<file path="src/rtl/commit_unit_pkg.sv">
// commit_unit shared types: slot bundle, flush causes, FSM states.
// Widths are fixed here and shared by every commit-stage file.
package commit_unit_pkg;

  localparam int CMT_W   = 2;
  localparam int AREG_W  = 5;
  localparam int PREG_W  = 6;
  localparam int PC_W    = 32;
  localparam int ECODE_W = 6;
  localparam int IDX_W   = (CMT_W > 1) ? $clog2(CMT_W) : 1;

  typedef struct packed {
    logic            valid;
    logic            excp_v;
    logic            br_redir;
    logic            ertn;
    logic            replay;
    logic            idle;
    logic [PC_W-1:0] pc;
    logic [PC_W-1:0] br_tgt;
  } CmtEvtSt;

  typedef struct packed {
    CmtEvtSt            evt;
    logic [AREG_W-1:0]  areg;
    logic [PREG_W-1:0]  preg;
    logic [PREG_W-1:0]  opreg;
    logic               opreg_v;
    logic [ECODE_W-1:0] ecode;
    logic               br;
    logic               br_taken;
  } CmtSlotSt;

  typedef enum logic [2:0] {
    CAUSE_EXCP,
    CAUSE_ERTN,
    CAUSE_BR,
    CAUSE_REPLAY,
    CAUSE_IDLE
  } FlushCauseE;

  typedef enum logic [1:0] {
    ST_RUN,
    ST_FLUSH,
    ST_IDLE_WAIT
  } CmtStateE;

  function automatic logic is_event(CmtEvtSt e);
    return e.valid & (e.excp_v | e.br_redir | e.ertn
                      | e.replay | e.idle);
  endfunction

endpackage

</file>
<file path="src/rtl/commit_unit_if.sv">
// commit_unit_if: ROB -> commit retiring-entry bundle.
// master = reorder buffer, slave = commit stage.
interface commit_unit_if;
  import commit_unit_pkg::*;

  logic [CMT_W-1:0]         cmt_valid_i;
  logic [CMT_W*PC_W-1:0]    cmt_pc_i;
  logic [CMT_W*AREG_W-1:0]  cmt_areg_i;
  logic [CMT_W*PREG_W-1:0]  cmt_preg_i;
  logic [CMT_W*PREG_W-1:0]  cmt_opreg_i;
  logic [CMT_W-1:0]         cmt_opreg_v_i;
  logic [CMT_W-1:0]         cmt_excp_v_i;
  logic [CMT_W*ECODE_W-1:0] cmt_ecode_i;
  logic [CMT_W-1:0]         cmt_br_i;
  logic [CMT_W-1:0]         cmt_br_taken_i;
  logic [CMT_W-1:0]         cmt_br_redir_i;
  logic [CMT_W*PC_W-1:0]    cmt_br_tgt_i;
  logic [CMT_W-1:0]         cmt_ertn_i;
  logic [CMT_W-1:0]         cmt_replay_i;
  logic [CMT_W-1:0]         cmt_idle_i;

  modport master (
    output cmt_valid_i, cmt_pc_i, cmt_areg_i,
    output cmt_preg_i, cmt_opreg_i, cmt_opreg_v_i,
    output cmt_excp_v_i, cmt_ecode_i, cmt_br_i,
    output cmt_br_taken_i, cmt_br_redir_i,
    output cmt_br_tgt_i, cmt_ertn_i,
    output cmt_replay_i, cmt_idle_i
  );

  modport slave (
    input cmt_valid_i, cmt_pc_i, cmt_areg_i,
    input cmt_preg_i, cmt_opreg_i, cmt_opreg_v_i,
    input cmt_excp_v_i, cmt_ecode_i, cmt_br_i,
    input cmt_br_taken_i, cmt_br_redir_i,
    input cmt_br_tgt_i, cmt_ertn_i,
    input cmt_replay_i, cmt_idle_i
  );

endinterface

</file>
<file path="src/rtl/commit_redirect_sel.sv">
// commit_redirect_sel: finds the oldest event slot, marks
// the kept slots and picks the fetch restart PC by cause.
module commit_redirect_sel
  import commit_unit_pkg::*;
(
  input  CmtEvtSt          evt_i [CMT_W],
  input  logic [PC_W-1:0]  eentry_i,
  input  logic [PC_W-1:0]  era_i,
  output logic             evt_v_o,
  output logic [IDX_W-1:0] evt_idx_o,
  output logic [CMT_W-1:0] keep_o,
  output FlushCauseE       cause_o,
  output logic [PC_W-1:0]  redir_pc_o
);

  CmtEvtSt sel;

  // oldest event wins; anything younger is squashed
  always_comb begin
    evt_v_o   = 1'b0;
    evt_idx_o = '0;
    keep_o    = '0;
    sel       = '0;
    for (int i = 0; i < CMT_W; i++) begin
      keep_o[i] = evt_i[i].valid & ~evt_v_o;
      if (!evt_v_o && is_event(evt_i[i])) begin
        evt_v_o   = 1'b1;
        evt_idx_o = IDX_W'(i);
        sel       = evt_i[i];
      end
    end
  end

  // restart target by cause priority
  always_comb begin
    cause_o    = CAUSE_EXCP;
    redir_pc_o = '0;
    if (sel.valid) begin
      priority case (1'b1)
        sel.excp_v: begin
          cause_o    = CAUSE_EXCP;
          redir_pc_o = eentry_i;
        end
        sel.ertn: begin
          cause_o    = CAUSE_ERTN;
          redir_pc_o = era_i;
        end
        sel.br_redir: begin
          cause_o    = CAUSE_BR;
          redir_pc_o = sel.br_tgt;
        end
        sel.replay: begin
          cause_o    = CAUSE_REPLAY;
          redir_pc_o = sel.pc + PC_W'(4);
        end
        sel.idle: begin
          cause_o    = CAUSE_IDLE;
          redir_pc_o = sel.pc + PC_W'(4);
        end
        default: ;
      endcase
    end
  end

endmodule

</file>
<file path="src/rtl/commit_unit.sv">
// commit_unit: retire stage after the ROB (RAT, free list,
// BPU, flush/redirect, IDLE). COMMIT_PERF_CNT_EN adds counters.
module commit_unit
  import commit_unit_pkg::*;
(
  input  logic                    clk,
  input  logic                    rst_n,
  commit_unit_if.slave            cmt,
  input  logic [PC_W-1:0]         csr_eentry_i,
  input  logic [PC_W-1:0]         csr_era_i,
  input  logic                    intr_i,
  output logic [CMT_W-1:0]        arat_we_o,
  output logic [CMT_W*AREG_W-1:0] arat_areg_o,
  output logic [CMT_W*PREG_W-1:0] arat_preg_o,
  output logic [CMT_W-1:0]        free_v_o,
  output logic [CMT_W*PREG_W-1:0] free_preg_o,
  output logic                    bpu_v_o,
  output logic [PC_W-1:0]         bpu_pc_o,
  output logic [PC_W-1:0]         bpu_tgt_o,
  output logic                    bpu_taken_o,
  output logic                    bpu_mispred_o,
  output logic                    flush_o,
  output logic [PC_W-1:0]         redir_pc_o,
  output logic                    excp_v_o,
  output logic [ECODE_W-1:0]      excp_code_o,
  output logic [PC_W-1:0]         excp_pc_o,
  output logic                    ertn_o,
  output logic                    idle_o
`ifdef COMMIT_PERF_CNT_EN
  ,
  output logic [63:0]             instr_cnt_o,
  output logic [63:0]             redir_cnt_o,
  output logic [63:0]             excp_cnt_o
`endif
);

  CmtStateE         state_q, state_d;
  logic             idle_pend_q, idle_pend_d;
  CmtSlotSt         slot_q [CMT_W];
  CmtSlotSt         slot_d [CMT_W];
  CmtEvtSt          evt_view [CMT_W];
  logic             evt_v;
  logic [IDX_W-1:0] evt_idx;
  logic [CMT_W-1:0] keep;
  FlushCauseE       cause;
  logic [PC_W-1:0]  redir_pc;
  logic             run, flush, cap_en;

  assign run    = state_q == ST_RUN;
  assign flush  = run & evt_v;
  assign cap_en = run & ~evt_v;

  // unpack the bundle; younger entries are ignored while flushing
  always_comb begin
    for (int i = 0; i < CMT_W; i++) begin
      slot_d[i].evt.valid    = cmt.cmt_valid_i[i] & cap_en;
      slot_d[i].evt.excp_v   = cmt.cmt_excp_v_i[i];
      slot_d[i].evt.br_redir = cmt.cmt_br_redir_i[i];
      slot_d[i].evt.ertn     = cmt.cmt_ertn_i[i];
      slot_d[i].evt.replay   = cmt.cmt_replay_i[i];
      slot_d[i].evt.idle     = cmt.cmt_idle_i[i];
      slot_d[i].evt.pc       = cmt.cmt_pc_i[i*PC_W +: PC_W];
      slot_d[i].evt.br_tgt   = cmt.cmt_br_tgt_i[i*PC_W +: PC_W];
      slot_d[i].areg     = cmt.cmt_areg_i[i*AREG_W +: AREG_W];
      slot_d[i].preg     = cmt.cmt_preg_i[i*PREG_W +: PREG_W];
      slot_d[i].opreg    = cmt.cmt_opreg_i[i*PREG_W +: PREG_W];
      slot_d[i].opreg_v  = cmt.cmt_opreg_v_i[i];
      slot_d[i].ecode    = cmt.cmt_ecode_i[i*ECODE_W +: ECODE_W];
      slot_d[i].br       = cmt.cmt_br_i[i];
      slot_d[i].br_taken = cmt.cmt_br_taken_i[i];
      evt_view[i]        = slot_q[i].evt;
    end
  end

  // retiring-slot registers
  always_ff @(posedge clk or negedge rst_n) begin
    if (!rst_n) begin
      for (int i = 0; i < CMT_W; i++) slot_q[i] <= '0;
    end else begin
      for (int i = 0; i < CMT_W; i++) slot_q[i] <= slot_d[i];
    end
  end

  commit_redirect_sel u_sel (
    .evt_i      (evt_view),
    .eentry_i   (csr_eentry_i),
    .era_i      (csr_era_i),
    .evt_v_o    (evt_v),
    .evt_idx_o  (evt_idx),
    .keep_o     (keep),
    .cause_o    (cause),
    .redir_pc_o (redir_pc)
  );

  // RAT update and old-preg release for kept, non-excepting slots
  always_comb begin
    arat_we_o   = '0;
    free_v_o    = '0;
    arat_areg_o = '0;
    arat_preg_o = '0;
    free_preg_o = '0;
    for (int i = 0; i < CMT_W; i++) begin
      arat_we_o[i] = run & keep[i] & slot_q[i].opreg_v
                     & ~slot_q[i].evt.excp_v;
      free_v_o[i]  = arat_we_o[i];
      arat_areg_o[i*AREG_W +: AREG_W] = slot_q[i].areg;
      arat_preg_o[i*PREG_W +: PREG_W] = slot_q[i].preg;
      free_preg_o[i*PREG_W +: PREG_W] = slot_q[i].opreg;
    end
  end

  // one BPU update per cycle from the oldest kept branch
  always_comb begin
    bpu_v_o       = 1'b0;
    bpu_pc_o      = '0;
    bpu_tgt_o     = '0;
    bpu_taken_o   = 1'b0;
    bpu_mispred_o = 1'b0;
    for (int i = 0; i < CMT_W; i++) begin
      if (!bpu_v_o && run && keep[i] && slot_q[i].br) begin
        bpu_v_o       = 1'b1;
        bpu_pc_o      = slot_q[i].evt.pc;
        bpu_tgt_o     = slot_q[i].evt.br_tgt;
        bpu_taken_o   = slot_q[i].br_taken;
        bpu_mispred_o = slot_q[i].evt.br_redir;
      end
    end
  end

  // flush, redirect and CSR event pulses
  always_comb begin
    flush_o     = flush;
    redir_pc_o  = flush ? redir_pc : '0;
    excp_v_o    = flush && (cause == CAUSE_EXCP);
    excp_code_o = excp_v_o ? slot_q[evt_idx].ecode : '0;
    excp_pc_o   = excp_v_o ? slot_q[evt_idx].evt.pc : '0;
    ertn_o      = flush && (cause == CAUSE_ERTN);
    idle_o      = state_q == ST_IDLE_WAIT;
  end

  // next-state: RUN -> FLUSH on event, FLUSH -> RUN/IDLE_WAIT
  always_comb begin
    state_d     = state_q;
    idle_pend_d = idle_pend_q;
    unique case (state_q)
      ST_RUN: begin
        if (flush) begin
          state_d     = ST_FLUSH;
          idle_pend_d = cause == CAUSE_IDLE;
        end
      end
      ST_FLUSH: begin
        state_d     = idle_pend_q ? ST_IDLE_WAIT : ST_RUN;
        idle_pend_d = 1'b0;
      end
      ST_IDLE_WAIT: begin
        if (intr_i) state_d = ST_RUN;
      end
      default: state_d = ST_RUN;
    endcase
  end

  // state register
  always_ff @(posedge clk or negedge rst_n) begin
    if (!rst_n) begin
      state_q     <= ST_RUN;
      idle_pend_q <= 1'b0;
    end else begin
      state_q     <= state_d;
      idle_pend_q <= idle_pend_d;
    end
  end

`ifdef COMMIT_PERF_CNT_EN
  logic [IDX_W:0] n_ret;

  // retired-instruction count for this cycle
  always_comb begin
    n_ret = '0;
    for (int i = 0; i < CMT_W; i++) begin
      n_ret = n_ret + (IDX_W+1)'(run & keep[i]
                      & ~slot_q[i].evt.excp_v);
    end
  end

  // free-running wrap-around counters
  always_ff @(posedge clk or negedge rst_n) begin
    if (!rst_n) begin
      instr_cnt_o <= '0;
      redir_cnt_o <= '0;
      excp_cnt_o  <= '0;
    end else begin
      instr_cnt_o <= instr_cnt_o + 64'(n_ret);
      redir_cnt_o <= redir_cnt_o + 64'(flush);
      excp_cnt_o  <= excp_cnt_o + 64'(excp_v_o);
    end
  end
`endif

endmodule

</file>
<file path="src/flat_wrapper.sv">
// flat-port wrapper written by rule: the top's interface ports become plain ports
module commit_unit_flat import commit_unit_pkg::*;
  (clk, rst_n, csr_eentry_i, csr_era_i, intr_i, arat_we_o, arat_areg_o, arat_preg_o, free_v_o, free_preg_o, bpu_v_o, bpu_pc_o, bpu_tgt_o, bpu_taken_o, bpu_mispred_o, flush_o, redir_pc_o, excp_v_o, excp_code_o, excp_pc_o, ertn_o, idle_o, cmt_cmt_valid_i, cmt_cmt_pc_i, cmt_cmt_areg_i, cmt_cmt_preg_i, cmt_cmt_opreg_i, cmt_cmt_opreg_v_i, cmt_cmt_excp_v_i, cmt_cmt_ecode_i, cmt_cmt_br_i, cmt_cmt_br_taken_i, cmt_cmt_br_redir_i, cmt_cmt_br_tgt_i, cmt_cmt_ertn_i, cmt_cmt_replay_i, cmt_cmt_idle_i);
  commit_unit_if cmt_i ();
  input  logic clk;
  input  logic rst_n;
  input  logic [PC_W-1:0] csr_eentry_i;
  input  logic [PC_W-1:0] csr_era_i;
  input  logic intr_i;
  output logic [CMT_W-1:0] arat_we_o;
  output logic [CMT_W*AREG_W-1:0] arat_areg_o;
  output logic [CMT_W*PREG_W-1:0] arat_preg_o;
  output logic [CMT_W-1:0] free_v_o;
  output logic [CMT_W*PREG_W-1:0] free_preg_o;
  output logic bpu_v_o;
  output logic [PC_W-1:0] bpu_pc_o;
  output logic [PC_W-1:0] bpu_tgt_o;
  output logic bpu_taken_o;
  output logic bpu_mispred_o;
  output logic flush_o;
  output logic [PC_W-1:0] redir_pc_o;
  output logic excp_v_o;
  output logic [ECODE_W-1:0] excp_code_o;
  output logic [PC_W-1:0] excp_pc_o;
  output logic ertn_o;
  output logic idle_o;
  input wire logic [$bits(cmt_i.cmt_valid_i)-1:0] cmt_cmt_valid_i;
  input wire logic [$bits(cmt_i.cmt_pc_i)-1:0] cmt_cmt_pc_i;
  input wire logic [$bits(cmt_i.cmt_areg_i)-1:0] cmt_cmt_areg_i;
  input wire logic [$bits(cmt_i.cmt_preg_i)-1:0] cmt_cmt_preg_i;
  input wire logic [$bits(cmt_i.cmt_opreg_i)-1:0] cmt_cmt_opreg_i;
  input wire logic [$bits(cmt_i.cmt_opreg_v_i)-1:0] cmt_cmt_opreg_v_i;
  input wire logic [$bits(cmt_i.cmt_excp_v_i)-1:0] cmt_cmt_excp_v_i;
  input wire logic [$bits(cmt_i.cmt_ecode_i)-1:0] cmt_cmt_ecode_i;
  input wire logic [$bits(cmt_i.cmt_br_i)-1:0] cmt_cmt_br_i;
  input wire logic [$bits(cmt_i.cmt_br_taken_i)-1:0] cmt_cmt_br_taken_i;
  input wire logic [$bits(cmt_i.cmt_br_redir_i)-1:0] cmt_cmt_br_redir_i;
  input wire logic [$bits(cmt_i.cmt_br_tgt_i)-1:0] cmt_cmt_br_tgt_i;
  input wire logic [$bits(cmt_i.cmt_ertn_i)-1:0] cmt_cmt_ertn_i;
  input wire logic [$bits(cmt_i.cmt_replay_i)-1:0] cmt_cmt_replay_i;
  input wire logic [$bits(cmt_i.cmt_idle_i)-1:0] cmt_cmt_idle_i;
  assign cmt_i.cmt_valid_i = cmt_cmt_valid_i;
  assign cmt_i.cmt_pc_i = cmt_cmt_pc_i;
  assign cmt_i.cmt_areg_i = cmt_cmt_areg_i;
  assign cmt_i.cmt_preg_i = cmt_cmt_preg_i;
  assign cmt_i.cmt_opreg_i = cmt_cmt_opreg_i;
  assign cmt_i.cmt_opreg_v_i = cmt_cmt_opreg_v_i;
  assign cmt_i.cmt_excp_v_i = cmt_cmt_excp_v_i;
  assign cmt_i.cmt_ecode_i = cmt_cmt_ecode_i;
  assign cmt_i.cmt_br_i = cmt_cmt_br_i;
  assign cmt_i.cmt_br_taken_i = cmt_cmt_br_taken_i;
  assign cmt_i.cmt_br_redir_i = cmt_cmt_br_redir_i;
  assign cmt_i.cmt_br_tgt_i = cmt_cmt_br_tgt_i;
  assign cmt_i.cmt_ertn_i = cmt_cmt_ertn_i;
  assign cmt_i.cmt_replay_i = cmt_cmt_replay_i;
  assign cmt_i.cmt_idle_i = cmt_cmt_idle_i;
  commit_unit u_core (.clk(clk), .rst_n(rst_n), .cmt(cmt_i), .csr_eentry_i(csr_eentry_i), .csr_era_i(csr_era_i), .intr_i(intr_i), .arat_we_o(arat_we_o), .arat_areg_o(arat_areg_o), .arat_preg_o(arat_preg_o), .free_v_o(free_v_o), .free_preg_o(free_preg_o), .bpu_v_o(bpu_v_o), .bpu_pc_o(bpu_pc_o), .bpu_tgt_o(bpu_tgt_o), .bpu_taken_o(bpu_taken_o), .bpu_mispred_o(bpu_mispred_o), .flush_o(flush_o), .redir_pc_o(redir_pc_o), .excp_v_o(excp_v_o), .excp_code_o(excp_code_o), .excp_pc_o(excp_pc_o), .ertn_o(ertn_o), .idle_o(idle_o));
endmodule
</file>
<file path="config.mk">
export PLATFORM = sky130hd
export DESIGN_NAME = commit_unit_flat
export DESIGN_NICKNAME = d
export VERILOG_FILES = /design/src/rtl/commit_unit_pkg.sv /design/src/rtl/commit_unit_if.sv /design/src/rtl/commit_redirect_sel.sv /design/src/rtl/commit_unit.sv /design/src/flat_wrapper.sv
export SDC_FILE = /design/constraint.sdc
export NUM_CORES = 1
export LEC_CHECK = 0
export CELL_PAD_IN_SITES_DETAIL_PLACEMENT = 1
export CELL_PAD_IN_SITES_GLOBAL_PLACEMENT = 1
export CORE_MARGIN = 5
export CORE_UTILIZATION = 31
export DETAILED_ROUTE_END_ITERATION = 6
export MAX_ROUTING_LAYER = met4
export PLACE_DENSITY_LB_ADDON = 0.1
export SLEW_MARGIN = 20
export SYNTH_ARGS = -nofsm -noshare
export SYNTH_HDL_FRONTEND = slang
export SYNTH_SLANG_ARGS = --single-unit
</file>
<file path="constraint.sdc">
create_clock -name clk -period 6.7 [get_ports clk]
set_clock_uncertainty 0.15 [all_clocks]
set_input_delay 1.005 -clock clk [delete_from_list [all_inputs] [get_ports clk]]
set_output_delay 1.005 -clock clk [all_outputs]
set_load 0.1 [all_outputs]
</file>
==> metrics.txt, run 1 <==
overall die area=0.03360 mm^2; share of cell area taken by muxes after synthesis=0.008602; area post-placement=0.01374 mm^2; number of placement rows=63; final weighted congestion in routability-driven placement=0.8498; launch point of the worst reg-to-reg path=u_core.evt_view[137]; post-CTS setup buffers=0; synthesized cell area=0.009309 mm^2; arrival time reported for the critical path endpoint=5.08 ns; Hold Violations, Final=0; placed insts=1639; distinct cell type count after synthesis=69; setup repair after global routing missed its margin=false; worst path setup slack after routing=0.4674 ns; Required @ worst endpoint=5.54 ns; fraction of the mapped netlist area in compound gates=0.2505; proportion of synthesized chip area in sequential cells=0.5242; DRC viols=0; Detailed Place HPWL=32.23 mm; adder-cell share of the synthesized area=0.001344; number of enable flip-flop cells after synthesis=0; global route overflow=0; Post-Syn Area per Cell=10.34 um^2; largest vdd supply drop=202.5 uV; Clk pin slew, worst setup/hold paths=0.07 ns; number of DRC violations after detailed-routing iteration 0=531; final instance area=0.01434 mm^2; CTS Root Buffer Type=sky130_fd_sc_hd__clkbuf_16; number of gates resized after cts=0; average via count per standard cell=5.355; simple logic cell fraction of the synthesized area=0.1289; DRT Wirelength=42.03 mm; clock sink count=195; Hold Path Class=reg -> reg; number of nets in the layout=1528; Worst slew margin=0.3119; synthesized instance count=900; critical path launch point type=flop; flop and latch count out of synthesis=195; Core ar.=0.02964 mm^2; via total after detailed routing=8981; CP Capture Type=output port; cts-stage hold buffer count=0; clock tree from TritonCTS=yes; Worst Hold Depth=1; number of H-tree levels=4; leading register cell type out of synthesis=sky130_fd_sc_hd__dfrtp_1; final setup fails=0; Place WS=0.9317 ns; clock network latency to the later pin of the worst-skew pair=0.44 ns; first-pass GRT wire length=60.86 mm; buffers from clock root to sink, at most=2; Area growth, synth to finish=54.02%; shortest period the worst path allows=6.233 ns; Min-Delay Startpoint=u_core.state_q[0]; WL/cell=25.06 um; post-synthesis async set-or-reset flop share=1.000; classification of the worst setup path=reg -> out; highest net fanout along the worst path=21; antenna viol nets, final=0; chip width=183.3 um; syn_nets=1160; cells on worst reg2reg path=9; initial antenna violation count=6; number of global-route vias before repair=9854; final hold slack=0.3937 ns; power per cell area=432.4 mW/mm^2; warnings from Yosys=0; main combinational cell family by area after synthesis=compound AO/OA/AOI/OAI gates; Non-Filler Instances=1677; maximum number of pins on one net before global-route repair=106; run status=finished clean; reg-to-reg critical path endpoint=u_core.idle_pend_q; slew at the pin closest to its max-slew limit=1.029 ns; fraction of final layout cells with drive strength greater than 1=0.1734; effective utilization at floorplan=0.3141; utilization of the core after routing=0.4837; total global routing track utilization=0.2496; Post-Synth XOR/XNOR Area=0.01788; highest clock rate=160.4 MHz; die height=183.3 um; crit share post-route=0.9302; max-slew violation count=0; Total Negative Setup Slacks=0 ns; total chip power=6.200 mW; number of optimization iterations in the first detailed-route pass=5; I/O Pins=438; TritonCTS buffer count=17; max-capacitance violation count=0; worst hold path endpoint=u_core.idle_pend_q; number of buffer cells added on primary ports=437; leakage power=5.915 nW; Reg2Reg Setup Slack=3.48 ns
==> critical path, cell delays in order, from the launching register on <==
cell	delay, ns
sky130_fd_sc_hd__dfrtp_1	0.44
sky130_fd_sc_hd__or4_1	0.54
sky130_fd_sc_hd__buf_4	0.22
sky130_fd_sc_hd__o21a_4	0.22
sky130_fd_sc_hd__nor2_4	0.43
sky130_fd_sc_hd__nand2_1	0.16
sky130_fd_sc_hd__o21ai_0	0.11
sky130_fd_sc_hd__ha_1	0.26
sky130_fd_sc_hd__and4_1	0.24
sky130_fd_sc_hd__nand3_1	0.12
sky130_fd_sc_hd__o32ai_2	0.58
sky130_fd_sc_hd__nand3_1	0.34
sky130_fd_sc_hd__nor3b_1	0.34
sky130_fd_sc_hd__xnor2_1	0.12
sky130_fd_sc_hd__o22ai_1	0.27
sky130_fd_sc_hd__buf_12	0.22
==> power breakdown <==
group	internal, mW	switching [mW]	total [mW]	leakage [nW]
Clock	0.551	0.480	1.03	0.285
Sequential	1.25	0.0575	1.30	2.28
Combinational	1.02	2.85	3.87	3.35
==> worst max path at each step <==
stage                     depth (start not counted)             end  slack [ns]                 start
after CTS                                        15  redir_pc_o[22]        0.42  u_core.evt_view[137]
after global placement                           15  redir_pc_o[14]        1.09  u_core.evt_view[137]
after floorplan                                  18  redir_pc_o[22]        0.37  u_core.evt_view[137]
after global routing                             15  redir_pc_o[22]        0.12  u_core.evt_view[137]
after detailed placement                         15  redir_pc_o[22]        0.93  u_core.evt_view[137]
final                                            15  redir_pc_o[22]        0.47  u_core.evt_view[137]
==> layer usage <==
metal | track usage | vias up | wire length, um
met5 | - | - | 0
met4 | 0.07837 | 0 | 1088
met3 | 0.06882 | 50 | 2836
met2 | 0.4430 | 363 | 22460
met1 | 0.2718 | 4521 | 15640
li1 | - | 4047 | -
==> layout by cell type, fill, tap and decap left out, types with 6 or more instances in the layout <==
cell type	n
sky130_fd_sc_hd__diode_2	7
sky130_fd_sc_hd__mux2i_1	8
sky130_fd_sc_hd__nor2_1	22
sky130_fd_sc_hd__nand3_1	16
sky130_fd_sc_hd__o2111ai_1	7
sky130_fd_sc_hd__a221oi_1	7
sky130_fd_sc_hd__a22o_1	83
sky130_fd_sc_hd__nand2_1	122
sky130_fd_sc_hd__and3_1	11
sky130_fd_sc_hd__o211ai_1	24
sky130_fd_sc_hd__buf_12	21
sky130_fd_sc_hd__clkbuf_16	17
sky130_fd_sc_hd__o221ai_1	13
sky130_fd_sc_hd__dfrtp_1	195
sky130_fd_sc_hd__clkdlybuf4s50_1	298
sky130_fd_sc_hd__o21ai_1	6
sky130_fd_sc_hd__nor3_1	17
sky130_fd_sc_hd__xnor2_1	14
sky130_fd_sc_hd__inv_1	15
sky130_fd_sc_hd__o21ai_0	27
sky130_fd_sc_hd__and4_1	6
sky130_fd_sc_hd__a21oi_1	59
sky130_fd_sc_hd__nand4_1	6
sky130_fd_sc_hd__a22oi_1	27
sky130_fd_sc_hd__buf_4	138
sky130_fd_sc_hd__o22ai_1	10
==> logic make-up after synthesis <==
| group | after synthesis |
|---|---|
| AOI/OAI and AO/OA | 308 |
| and+or+nand+nor | 245 |
| DFF | 195 |
| buffers and inverters | 124 |
| xor gates and xnor gates | 19 |
| muxes | 8 |
| adders and majority gates | 1 |
==> Yosys cell counts, types with 16 or more instances <==
cell type	n	share of area
sky130_fd_sc_hd__dfrtp_1	195	0.52
sky130_fd_sc_hd__o211ai_1	24	0.019
sky130_fd_sc_hd__nand2_1	123	0.050
sky130_fd_sc_hd__buf_2	18	0.0097
sky130_fd_sc_hd__nand3_1	16	0.0086
sky130_fd_sc_hd__buf_4	36	0.029
sky130_fd_sc_hd__clkbuf_1	53	0.021
sky130_fd_sc_hd__a22o_1	83	0.078
sky130_fd_sc_hd__nor2_1	24	0.0097
sky130_fd_sc_hd__o21ai_0	27	0.015
sky130_fd_sc_hd__nor3_1	19	0.010
sky130_fd_sc_hd__a21oi_1	59	0.032
sky130_fd_sc_hd__a22oi_1	27	0.022
==> layout make-up <==
| cell class | count | area, um^2 |
|---|---|---|
| Tap cell | 390 | 488.0 |
| Clock inverter | 10 | 112.6 |
| Antenna cell | 7 | 17.52 |
| Fill cell | 3250 | 15300 |
| Inverter | 15 | 56.30 |
| Timing Repair Buffer | 458 | 4453 |
| Sequential cell | 195 | 4880 |
| Clock buffer | 21 | 470.5 |
| Multi-Input combinational cell | 581 | 3860 |
==> state kept, by name, indices dropped and copies added, names as in the netlist <==
| register | flops |
|---|---|
| u_core.arat_areg_o | 10 |
| u_core.arat_preg_o | 12 |
| u_core.evt_view | 140 |
| u_core.free_preg_o | 12 |
| u_core.idle_pend_q | 1 |
| u_core.slot_q | 18 |
| u_core.state_q | 2 |
No activity file was read; power rests on OpenSTA's default activity.
==> inputs of run 2 (changes only) <==
REMOVE_ABC_BUFFERS = 1   (was default)
==> run 2 against run 1 <==
Critical path type unchanged. Largest power group unchanged. Via count decreased by 0.36%. Critical endpoint is now redir_pc_o[14]. Worst setup slack improved by 0.042 ns. Register-to-register slack improved by 0.37 ns.
==> metrics.txt, run 2 (synthesis gave the netlist of run 1 again) <==
slew at the pin closest to its max-slew limit=1.057 ns (+0.02772 ns); critical path launch point type=flop; internal power=2.754 mW (-2.2%); maximum number of pins on one net before global-route repair=76 (-28%); number of placement rows=63 (unchanged); Worst slew margin=0.2933 (-0.01853); global route overflow=0 (unchanged); number of buffer cells added on primary ports=437 (unchanged); run status=finished clean; post-CTS setup buffers=0 (unchanged); via total after detailed routing=8949 (-0.36%); shortest period the worst path allows=6.191 ns (-0.04191 ns); TritonCTS buffer count=17 (unchanged); fraction of final layout cells with drive strength greater than 1=0.1729 (-0.0005111); final instance area=0.01425 mm^2 (-0.63%); flip-flop count of the largest register, all copies and words added=140 (unchanged); highest net fanout along the worst path=34 (+62%); power per cell area=435.1 mW/mm^2 (+0.61%); arrival time reported for the critical path endpoint=5.04 ns (-0.04 ns); number of DRC violations after detailed-routing iteration 0=469 (-12%); final setup fails=0 (unchanged); final weighted congestion in routability-driven placement=0.8629 (+1.5%); cts-stage hold buffer count=0 (unchanged); Net Sw Frac=0.5557 (+0.009986); antenna viol nets, final=0 (unchanged); overall die area=0.03360 mm^2 (unchanged); chip width=183.3 um (unchanged); WL/cell=25.57 um (+2.0%); highest clock rate=161.5 MHz (+0.68%); Area growth, synth to finish=53.05%; Required @ worst endpoint=5.54 ns (about the same); total global routing track utilization=0.2556 (+0.005963); worst path setup slack after routing=0.5093 ns (+0.04191 ns); area post-placement=0.01366 mm^2 (-0.58%); CTS Root Buffer Type=sky130_fd_sc_hd__clkbuf_16; cells on worst reg2reg path=8 (-1); Detailed Place HPWL=31.67 mm (-1.7%); Clk pin slew, worst setup/hold paths=0.08 ns (about the same); clock sink count=195 (unchanged); initial antenna violation count=2 (-4); Hold Violations, Final=0 (unchanged); clock network latency to the later pin of the worst-skew pair=0.46 ns (+0.02 ns); sequential share of power=0.211 (about the same); CP Capture Type=output port; number of optimization iterations in the first detailed-route pass=5 (unchanged); number of global-route vias before repair=9676 (-1.8%); most common library cell in the layout ignoring fill and taps=sky130_fd_sc_hd__clkdlybuf4s50_1; Core ar.=0.02964 mm^2 (unchanged); largest vdd supply drop=208.5 uV (+3.0%); die height=183.3 um (unchanged); setup repair after global routing missed its margin=false; filler cell count=3226 (-0.74%); clock tree from TritonCTS=yes; switching component of the power=3.445 mW (+1.8%); average via count per standard cell=5.359 (about the same); max-slew violation count=0 (unchanged); DRC viols=0 (unchanged); effective utilization at floorplan=0.3141 (unchanged); number of nets in the layout=1525 (-0.20%); buffers from clock root to sink, at most=2 (unchanged); DRT Wirelength=42.70 mm (+1.6%); combinational fraction of design power=0.622 (about the same); first-pass GRT wire length=62.26 mm (+2.3%); Place WS=1.002 ns (+0.07020 ns); max-capacitance violation count=0 (unchanged); number of gates resized after cts=0 (unchanged); Hold Path Class=in -> async; classification of the worst setup path=reg -> out; most used cells in the layout excluding fill and tap cells=sky130_fd_sc_hd__clkdlybuf4s50_1 (299), sky130_fd_sc_hd__dfrtp_1 (195), sky130_fd_sc_hd__buf_4 (140); part of the total power dissipated in the clock network=0.167 (about the same); number of H-tree levels=4 (unchanged); leakage power=5.874 nW (-0.69%); I/O Pins=438 (unchanged); crit share post-route=0.9240 (-0.006255)
run 2: layout make-up:
cell class / instances / area, um^2 / share of cell area
flip-flops and latches: 195 / 4880 / 0.3425
repair buffers: 455 / 4359 / 0.3060
multi-input cells: 581 / 3874 / 0.2719
well taps: 390 / 488.0 / 0.03425
clock buffers: 18 / 439.2 / 0.03082
clock inverters: 14 / 146.4 / 0.01027
inverters: 15 / 56.30 / 0.003952
diodes: 2 / 5.005 / 0.0003513
run 2: layer usage:
layer | routed length [um] | share of wire | GRT usage | up-vias
met1 | 16970 | 0.40 | 0.2983 | 4540
met3 | 3428 | 0.080 | 0.08330 | 34
li1 | - | - | - | 4032
met2 | 21590 | 0.51 | 0.4308 | 343
met5 | 0 | 0 | - | -
met4 | 700 | 0.016 | 0.05930 | 0
run 2: through the flow:
step / std cells / utilization / hold slack [ns] / TNS (ns) / power, mW
2_1_floorplan: 791 / - / 0.3253 / -61.90 / 3.908
3_3_place_gp: 1636 / 0.4608 / 0.3519 / 0 / 5.188
3_5_place_dp: 1636 / 0.4608 / 0.3678 / 0 / 5.206
4_1_cts: 1668 / 0.4805 / 0.3719 / 0 / 6.262
5_1_grt: 1670 / 0.4807 / 0.3985 / 0 / 6.453
6_report: 1670 / 0.4807 / 0.3657 / 0 / 6.199
run 2: critical path, cell delays in order, from the launching register on:
cell and delay, ns:
sky130_fd_sc_hd__dfrtp_1 0.44, sky130_fd_sc_hd__or4_1 0.58, sky130_fd_sc_hd__o21a_4 0.38, sky130_fd_sc_hd__nor2_4 0.44
sky130_fd_sc_hd__nand2_1 0.13, sky130_fd_sc_hd__o21ai_0 0.12, sky130_fd_sc_hd__ha_1 0.26, sky130_fd_sc_hd__and4_1 0.25
sky130_fd_sc_hd__nand3_1 0.10, sky130_fd_sc_hd__o32ai_2 0.55, sky130_fd_sc_hd__nand3_1 0.37, sky130_fd_sc_hd__xor2_1 0.25
sky130_fd_sc_hd__a221oi_1 0.34, sky130_fd_sc_hd__nor3_1 0.14, sky130_fd_sc_hd__buf_12 0.19
run 2: path summary, 6_finish.rpt:
path                                         to  slack (ns)                  from
min reg2reg                  u_core.idle_pend_q        0.38    u_core.idle_pend_q
max                              redir_pc_o[14]        0.51  u_core.evt_view[137]
min in group clk             u_core.idle_pend_q        0.38    u_core.idle_pend_q
max in group asynchronous  u_core.evt_view[109]        4.76                 rst_n
max reg2reg                  u_core.idle_pend_q        3.85  u_core.evt_view[137]
min                        u_core.evt_view[131]        0.37                 rst_n
run 2: power by group through the flow:
stage / Clock (mW) / Combinational, mW / Sequential [mW]
floorplan: 0 / 2.51 / 1.40
CTS: 1.07 / 3.89 / 1.30
global route: 1.12 / 4.02 / 1.31
finish: 1.04 / 3.86 / 1.31
detailed placement: 0 / 3.88 / 1.33
global placement: 0 / 3.86 / 1.32
